==> src/rtl/fifo_pkg.sv <==
// Shared definitions for the parametrised single-clock FIFO:
// sizing helpers and the read-mode encoding.
package fifo_pkg;

  typedef enum logic {
    MODE_REG  = 1'b0,
    MODE_FWFT = 1'b1
  } rd_mode_e;

  localparam int DEF_POINTER = 4;

  function automatic int ptr_w(input int depth);
    int w;
    w = 1;
    for (int i = 1; i < 31; i++) begin
      if ((32'sd1 <<< i) < depth) begin
        w = i + 1;
      end else begin
        w = w;
      end
    end
    return w;
  endfunction

  function automatic int depth_of(input int pointer);
    return 32'sd1 <<< pointer;
  endfunction

  localparam int DEF_DEPTH = depth_of(DEF_POINTER);

endpackage

==> src/rtl/fifo_mem.sv <==
// FIFO storage array: synchronous write port, asynchronous read port.
// Contents are intentionally not reset.
module fifo_mem #(
  parameter int WIDTH   = 8,
  parameter int POINTER = 4
) (
  input  logic               clk_i,
  input  logic               we_i,
  input  logic [POINTER-1:0] waddr_i,
  input  logic [WIDTH-1:0]   wdata_i,
  input  logic [POINTER-1:0] raddr_i,
  output logic [WIDTH-1:0]   rdata_o
);

  logic [WIDTH-1:0] mem_q [0:(1<<POINTER)-1];

  // Write port
  always_ff @(posedge clk_i) begin
    if (we_i) begin
      mem_q[waddr_i] <= wdata_i;
    end
  end

  assign rdata_o = mem_q[raddr_i];

endmodule

==> src/rtl/sync_fifo_param.sv <==
// Single-clock FIFO with count, threshold flags, error pulses and a
// selectable registered or first-word-fall-through read port.
module sync_fifo_param
  import fifo_pkg::*;
#(
  parameter int WIDTH   = 8,
  parameter int POINTER = DEF_POINTER,
  parameter int AF_TH   = depth_of(POINTER) - 2,
  parameter int AE_TH   = 2,
  parameter int FWFT    = 0
) (
  input  logic             clk,
  input  logic             reset_n,
  input  logic             wr_en,
  input  logic [WIDTH-1:0] data_in,
  output logic             wr_full,
  output logic             wr_almost_full,
  output logic             wr_overflow,
  input  logic             rd_en,
  output logic [WIDTH-1:0] data_out,
  output logic             rd_empty,
  output logic             rd_almost_empty,
  output logic             rd_underflow,
  output logic [POINTER:0] count
);

  localparam int DEPTH = depth_of(POINTER);
  localparam int CW    = POINTER + 1;
  localparam logic [CW-1:0] FULL_C = CW'(DEPTH);
  localparam logic [CW-1:0] AF_C   = CW'(AF_TH);
  localparam logic [CW-1:0] AE_C   = CW'(AE_TH);

  if (WIDTH < 1 || POINTER < 1) begin : g_size_chk
    $error("sync_fifo_param: WIDTH and POINTER must be >= 1");
  end
  if (AF_TH > DEPTH) begin : g_af_chk
    $error("sync_fifo_param: AF_TH must not exceed DEPTH");
  end
  if (AE_TH >= DEPTH) begin : g_ae_chk
    $error("sync_fifo_param: AE_TH must be below DEPTH");
  end
  if (FWFT != int'(MODE_REG) && FWFT != int'(MODE_FWFT)) begin : g_mode_chk
    $error("sync_fifo_param: FWFT must be 0 or 1");
  end
  if (ptr_w(DEPTH) != POINTER) begin : g_ptr_chk
    $error("sync_fifo_param: pointer width inconsistent with DEPTH");
  end

  logic [POINTER-1:0] wr_ptr_q, wr_ptr_d, rd_ptr_q, rd_ptr_d;
  logic [CW-1:0]      count_q, count_d;
  logic [WIDTH-1:0]   dout_q, dout_d, rd_word_s;
  logic               wr_ovf_q, rd_unf_q;
  logic               wr_acc_s, rd_acc_s;

  // Flags decode only the registered count, never the current requests.
  assign wr_full         = (count_q == FULL_C);
  assign rd_empty        = (count_q == CW'(0));
  assign wr_almost_full  = (count_q >= AF_C);
  assign rd_almost_empty = (count_q <= AE_C);
  assign count           = count_q;
  assign wr_overflow     = wr_ovf_q;
  assign rd_underflow    = rd_unf_q;

  assign wr_acc_s = wr_en & ~wr_full;
  assign rd_acc_s = rd_en & ~rd_empty;

  fifo_mem #(.WIDTH(WIDTH), .POINTER(POINTER)) u_mem (
    .clk_i   (clk),
    .we_i    (wr_acc_s),
    .waddr_i (wr_ptr_q),
    .wdata_i (data_in),
    .raddr_i (rd_ptr_q),
    .rdata_o (rd_word_s)
  );

  // Next-state for pointers, occupancy and the registered read word
  always_comb begin
    wr_ptr_d = wr_ptr_q;
    rd_ptr_d = rd_ptr_q;
    count_d  = count_q;
    dout_d   = dout_q;
    if (wr_acc_s) begin
      wr_ptr_d = wr_ptr_q + POINTER'(1'b1);
    end else begin
      wr_ptr_d = wr_ptr_q;
    end
    if (rd_acc_s) begin
      rd_ptr_d = rd_ptr_q + POINTER'(1'b1);
      dout_d   = rd_word_s;
    end else begin
      rd_ptr_d = rd_ptr_q;
      dout_d   = dout_q;
    end
    case ({wr_acc_s, rd_acc_s})
      2'b10:   count_d = count_q + CW'(1'b1);
      2'b01:   count_d = count_q - CW'(1'b1);
      default: count_d = count_q;
    endcase
  end

  // State registers
  always_ff @(posedge clk or negedge reset_n) begin
    if (!reset_n) begin
      wr_ptr_q <= POINTER'(1'b0);
      rd_ptr_q <= POINTER'(1'b0);
      count_q  <= CW'(1'b0);
      dout_q   <= WIDTH'(1'b0);
      wr_ovf_q <= 1'b0;
      rd_unf_q <= 1'b0;
    end else begin
      wr_ptr_q <= wr_ptr_d;
      rd_ptr_q <= rd_ptr_d;
      count_q  <= count_d;
      dout_q   <= dout_d;
      wr_ovf_q <= wr_en & wr_full;
      rd_unf_q <= rd_en & rd_empty;
    end
  end

  // In fall-through mode the head word is shown directly, zero when empty
  always_comb begin
    data_out = dout_q;
    if (FWFT == int'(MODE_FWFT)) begin
      if (rd_empty) begin
        data_out = WIDTH'(1'b0);
      end else begin
        data_out = rd_word_s;
      end
    end else begin
      data_out = dout_q;
    end
  end

endmodule

==> config.mk <==
export PLATFORM = sky130hd
export DESIGN_NAME = sync_fifo_param
export DESIGN_NICKNAME = d
export VERILOG_FILES = /design/src/rtl/fifo_pkg.sv /design/src/rtl/fifo_mem.sv /design/src/rtl/sync_fifo_param.sv
export SDC_FILE = /design/constraint.sdc
export NUM_CORES = 1
export LEC_CHECK = 0
export BUFFER_PORTS_ARGS = -buffer_cell sky130_fd_sc_hd__buf_4
export CAP_MARGIN = 20
export CORE_UTILIZATION = 55
export CTS_BUF_LIST = sky130_fd_sc_hd__clkbuf_2 sky130_fd_sc_hd__clkbuf_4 sky130_fd_sc_hd__clkbuf_8
export DETAILED_ROUTE_END_ITERATION = 16
export GPL_TIMING_DRIVEN = 0
export PLACE_DENSITY = 0.73
export RECOVER_POWER = 25
export SYNTH_ARGS = -nofsm -noshare
export SYNTH_HDL_FRONTEND = slang
export SYNTH_SLANG_ARGS = --single-unit
==> constraint.sdc <==
create_clock -name clk -period 3.37 [get_ports clk]
set_input_delay 0.337 -clock clk [delete_from_list [all_inputs] [get_ports clk]]
set_output_delay 0.337 -clock clk [all_outputs]
set_load 0.01 [all_outputs]
==> run_results.csv, run 1 <==
group,metric,value,unit
synth,synth.area.top_cells,"edfxtp_1, mux4_2, dfrtp_1",
floorplanning,fp.dieW,108.0,um
synth,synth-seq-cells,151,
synth,synth_seq_area_share,71.47,%
layout,diodes,0,
pwr,p_leak,2.471,nW
floorplanning,die_h,108.0,um
grt,grt_pass1_wl,18070,um
place,post-dp-hpwl,7617,um
synth,synthesis.area,0.006183,mm^2
floorplanning,dieArea,0.01167,mm^2
timing,rsz0062_at_grt,"false",
cts,clk_latency,0.43,ns
setup_path,crit_path_end_kind,"flop",
synth,synth_cell_types,42,
cts,numCtsBuffers,17,
synth,yosysMostFrequentCell,"edfxtp_1",
place,port_buffers,30,
run,maxCapViolations,0,
status,outcome,"finished clean",
pwr,vdd_drop_max,0.4285,mV
layout,syn2layout_area_growth,13.74,%
timing,max_slew_margin,30.72,%
grt,antenna_found_initial,0,
routing,routed_wirelength,11700,um
synth,synth_warnings,0,
grt,grt.total_usage,22.38,%
routing,drtIter0Drc,243,
synth,synth_ff_type,"edfxtp_1",
routing,first_pass_iters,5,
routing,wl_per_cell,21.62,um
layout,nFillCells,745,
floorplanning,core_area,0.01089,mm^2
synth,synth.top_cells.by_count,"edfxtp_1, mux4_2, dfrtp_1, nand2_1, nor2_1",
grt,grt_pass1_vias,3143,
timing,maxSlewViolCount,0,
synth,yosys.area.top_type,"edfxtp_1",
synth,synth_edf_count,128,
pwr,total_power,5.784,mW
setup_path,cp_max_fo,10,
cts,cts_num_sinks,151,
routing,antenna_left,0,
routing,avgViaCountPerCell,5.752,
place,gp_congestion,0.7570,
timing,final.min_clock_period,3.135,ns
timing,finalSetupViolations,0,
grt,grt_max_degree,24,
cts,cts_max_path_buffers,2,
routing,drcViolationCount,0,
cts,htreeDepth,4,
timing,tns,0,ns
layout,nets,409,
timing,clock.fmax,0.3190,GHz
timing,hold_viol,0,
timing,timing.final.crit_share,93.01,%
synth,netlist.area_leader.share,62.16,%
setup_path,worstPathArrival,3.47,ns
layout,drive_gt1_share,30.17,%
timing,tightestPinTransition,1.035,ns
routing,route.vias.total,3112,
cts,clk_pin_slew_worst_paths,0.08,ns
worst_hold_path,hold_class,"input port to flop",
setup_path,criticalPathCategory,"flop to flop",
floorplanning,rows,38,
synth,synth_nets,353,
synth,syn-instance-count,332,
setup_path,worstPathRequired,3.71,ns
floorplanning,start_util,56.79,%
synth,syn_area_per_cell,18.62,um^2
setup_path,cp-start-kind,"flop",
cts,cts_tree,"yes",
synth,async_reset_ff_share,15.23,%
floorplanning,io_pins,31,
pwr,p_per_area,822.5,mW/mm^2
cts,cts_root_buf,"clkbuf_8",
grt,overflow,0,
timing,fin_worst_skew,0.01352,ns
-- through the flow --
| stage | hold WS [ns] | cell area [um^2] | instances | worst slack (ns) | util (%) |
|---|---|---|---|---|---|
| floorplan | 0.04141 | 6183 | 332 | 0.4670 | - |
| global placement | 0.2598 | 6584 | 502 | 0.2624 | 60.47 |
| detailed placement | 0.2589 | 6616 | 506 | 0.1367 | 60.77 |
| CTS | 0.1183 | 7042 | 539 | 0.1237 | 64.67 |
| global route | 0.1265 | 7033 | 541 | 0.04577 | 64.59 |
| finish | 0.1369 | 7033 | 541 | 0.2355 | 64.59 |
-- path summary, 6_finish.rpt --
path	start	to	slack (ns)	cells after the start
setup reg to reg	count[1]	count[4]	0.24	12
setup / recovery	count[1]	count[4]	0.24	12
hold / removal	rd_en	rd_underflow	0.14	3
max in group asynchronous	reset_n	count[2]	2.79	2
hold reg to reg	data_out[6]	data_out[6]	0.51	2
min in group asynchronous	reset_n	data_out[4]	0.33	2
-- area by class of cell --
| cell class | count | area [um^2] | area share [%] |
|---|---|---|---|
| multi-input cells | 155 | 1642 | 23.34 |
| clock buffers | 21 | 264.0 | 3.754 |
| repair buffers | 37 | 247.7 | 3.523 |
| inverters | 7 | 26.28 | 0.3736 |
| flip-flops and latches | 151 | 4419 | 62.84 |
| clock inverters | 11 | 151.4 | 2.153 |
| well taps | 140 | 175.2 | 2.491 |
| plain buffers | 19 | 107.6 | 1.530 |
-- sequential cells by signal, indices dropped and copies added (netlist names) --
signal / flops
wr_overflow: 1
data_out: 8
count: 5
wr_ptr_q: 4
rd_underflow: 1
rd_ptr_q: 4
u_mem.mem_q: 128
-- power by group --
group	total, mW	switching [mW]	internal, mW
registers	2.44	0.127	2.31
logic	1.91	1.04	0.871
clock network	1.43	0.657	0.771
-- layer usage --
metal | vias to the layer above | GRT usage (%) | share of wire, %
met4 | 0 | 7.143 | 1.0
met2 | 85 | 35.99 | 50
met5 | - | 0 | 0
met3 | 12 | 4.581 | 7.4
met1 | 1594 | 30.98 | 41
li1 | 1421 | - | -
-- logic make-up after synthesis --
family | Yosys count | share of synthesized area, %
fa+ha+maj | 9 | 1.821
simple gates | 65 | 5.160
mux | 49 | 14.43
xor+xnor | 9 | 1.275
flops | 151 | 71.47
compound gates | 23 | 3.683
buf+inv | 26 | 2.165
-- repair_timing --
action / CTS / global route
hold buffers: 1 / 0
resized for setup: 0 / 2
setup buffers: 0 / 2
hold endpoints to repair: 23 / 0
endpoints found under the setup margin: 0 / 1
-- cell usage in the layout, fill, tap and decap left out, types with 2 or more instances in the layout --
cell       count
nor3_1         4
nand4_1        2
nand3_1        2
a21oi_1        3
clkinv_2       2
bufinv_16      3
clkbuf_1      14
dfrtp_1       23
inv_6          2
clkbuf_8      17
o21ai_0        3
mux2i_1       16
mux4_2        32
clkbuf_4       4
xnor2_1        6
o221ai_2       8
nand2_1       23
xor2_1         3
nand2b_1       3
buf_4         27
ha_1           9
clkinv_4       3
buf_2         11
edfxtp_1     128
inv_1          6
nor2b_1        3
nor2_1        18
-- worst max-delay path, stage by stage, from the launching register on --
cell	delay, ns
dfrtp_1	0.39
buf_6	0.14
or4_4	0.57
o21ai_2	0.16
inv_2	0.12
ha_1	0.23
clkbuf_1	0.22
xor2_1	0.20
ha_1	0.23
o211a_1	0.25
o21ai_0	0.15
o41ai_1	0.10
nor4b_2	0.27
Note: power is estimated with default switching activity, not from simulation.
==> inputs of run 2 (changes only) <==
Settings changed: CORE_UTILIZATION 55 to 43, PLACE_DENSITY 0.73 to not set.
==> run 2 against run 1 <==
Net effect:
- wire length grew 6.4%
- utilization is 14 points lower
- via count shrank 0.19%
- non-clock buffer count decreased by 5
- maximum frequency increased by 3.8%
- critical path depth fell by 1
- sequential share of layout area increased by 0.067 points
- sequential power about the same
- critical path type unchanged
- critical endpoint unchanged
==> run_results.csv, run 2 (synthesized netlist as in run 1, its figures left out) <==
group,metric,value,unit
timing,maxSlewViolCount,0,
timing,final.min_clock_period,3.019,ns
cts,clk_latency,0.44,ns
cts,clk_pin_slew_worst_paths,0.08,ns
setup_path,cp_max_fo,10,
worst_hold_path,hold_class,"input port to flop",
timing,max_slew_margin,32.91,%
pwr,p_per_area,811.1,mW/mm^2
setup_path,crit_end,"count[4]",
cts,cts_num_sinks,151,
floorplanning,fp.dieW,121.9,um
run,maxCapViolations,0,
timing,finalSetupViolations,0,
setup_path,worstPathRequired,3.70,ns
status,outcome,"finished clean",
timing,whs,0.1392,ns
setup_path,r2r_cells,11,
floorplanning,rows,43,
routing,drcViolationCount,0,
timing,rsz0062_at_grt,"false",
setup_path,worstPathArrival,3.34,ns
layout,nFillCells,1186,
setup_path,criticalPathCategory,"flop to flop",
pwr,vdd_drop_max,0.3171,mV
cts,cts_tree,"yes",
floorplanning,die_h,121.9,um
layout,drive_gt1_share,29.55,%
routing,route.vias.total,3106,
cts,cts_max_path_buffers,2,
setup_path,r2r-end,"count[4]",
setup_path,setup.worst_path.start,"count[1]",
grt,overflow,0,
routing,wl_per_cell,21.60,um
routing,routed_wirelength,12440,um
layout,syn2layout_area_growth,13.62,%
cts,htreeDepth,4,
layout,fin_cells,576,
cts,numCtsBuffers,17,
layout,diodes,0,
floorplanning,start_util,44.37,%
setup_path,r2r_slack,0.35,ns
layout,largest_reg_flops,128,
routing,avgViaCountPerCell,5.392,
place,gp_congestion,0.7186,
setup_path,crit_path_end_kind,"flop",
routing,first_pass_iters,4,
grt,antenna_found_initial,0,
place,port_buffers,30,
grt,grt_max_degree,24,
grt,grt_pass1_vias,3219,
routing,drtIter0Drc,276,
grt,grt.total_usage,18.45,%
setup_path,cp-start-kind,"flop",
timing,tightestPinTransition,1.003,ns
floorplanning,io_pins,31,
timing,timing.final.crit_share,89.59,%
routing,antenna_left,0,
timing,hold_viol,0,
setup_path,reg2reg_from,"count[1]",
layout,final_core_utilization,50.42,%
timing,clock.fmax,0.3312,GHz
layout,final_common_cell,"edfxtp_1",
timing,tns,0,ns
grt,grt_pass1_wl,19070,um
floorplanning,dieArea,0.01486,mm^2
timing,fin_worst_skew,0.008803,ns
place,post-dp-hpwl,7971,um
floorplanning,core_area,0.01393,mm^2
layout,layout_common_cells,"edfxtp_1, mux4_2, buf_4",
place,dp_cells,544,
pwr,p_leak,2.431,nW
cts,cts_root_buf,"clkbuf_8",
layout,regMostFlops,"u_mem.mem_q",
layout,nets,404,
==> run 2: layout make-up <==
type                            count  area, um^2  area share (%)
Inverter                            7       26.28          0.3740
Sequential cell                   151        4419           62.90
Clock buffer                       19       249.0           3.544
Multi-Input combinational cell    155        1643           23.38
Timing Repair Buffer               33       227.7           3.241
Clock inverter                     13       130.1           1.852
Tap cell                          180       225.2           3.206
Buffer                             18       105.1           1.496
==> run 2: through the flow <==
step | instance area, um^2 | setup WS, ns | power (mW)
2_1_floorplan | 6183 | 0.4670 | 3.797
3_3_place_gp | 6634 | 0.2461 | 4.393
3_5_place_dp | 6659 | 0.1730 | 4.437
4_1_cts | 7048 | 0.1500 | 5.757
5_1_grt | 7025 | 0.1122 | 5.990
6_report | 7025 | 0.3507 | 5.698
==> run 2: routing by layer <==
layer / up-vias / track usage [%] / part of all wire (%)
met5: - / 0 / 0
li1: 1405 / - / -
met3: 12 / 4.213 / 6.0
met1: 1619 / 25.04 / 42
met4: 0 / 6.250 / 1.3
met2: 70 / 29.34 / 50
==> run 2: how the worst min path moves through the flow <==
stage	start	end	slack (ns)	cells past startpoint
floorplan	reset_n	count[0]	0.04	0
global placement	reset_n	wr_ptr_q[0]	0.26	1
detailed placement	reset_n	wr_ptr_q[0]	0.26	1
CTS	rd_en	rd_underflow	0.11	3
global route	wr_en	wr_overflow	0.12	2
finish	rd_en	rd_underflow	0.14	3
==> run 2: what timing repair did <==
item / in CTS / in global routing
hold buffers: 1 / 0
buffers inserted: 0 / 0
resized for setup: 0 / 4
hold endpoints to repair: 23 / 0
endpoints found under the setup margin: 0 / 1
==> run 2: worst max-delay path, stage by stage, from the launching register on <==
cell and delay (ns):
dfrtp_1 0.39, buf_6 0.14, or4_4 0.57, o21ai_2 0.17, inv_2 0.12, ha_2 0.28, xor2_1 0.16, ha_1 0.23
o211a_1 0.26, o21ai_0 0.18, o41ai_1 0.10, nor4b_1 0.31
==> run 2: where the power goes <==
part	leakage, nW	internal, mW	switching (mW)	total, mW
Clock	0.187	0.667	0.666	1.33
Sequential	1.44	2.32	0.124	2.44
Combinational	0.808	0.866	1.06	1.93
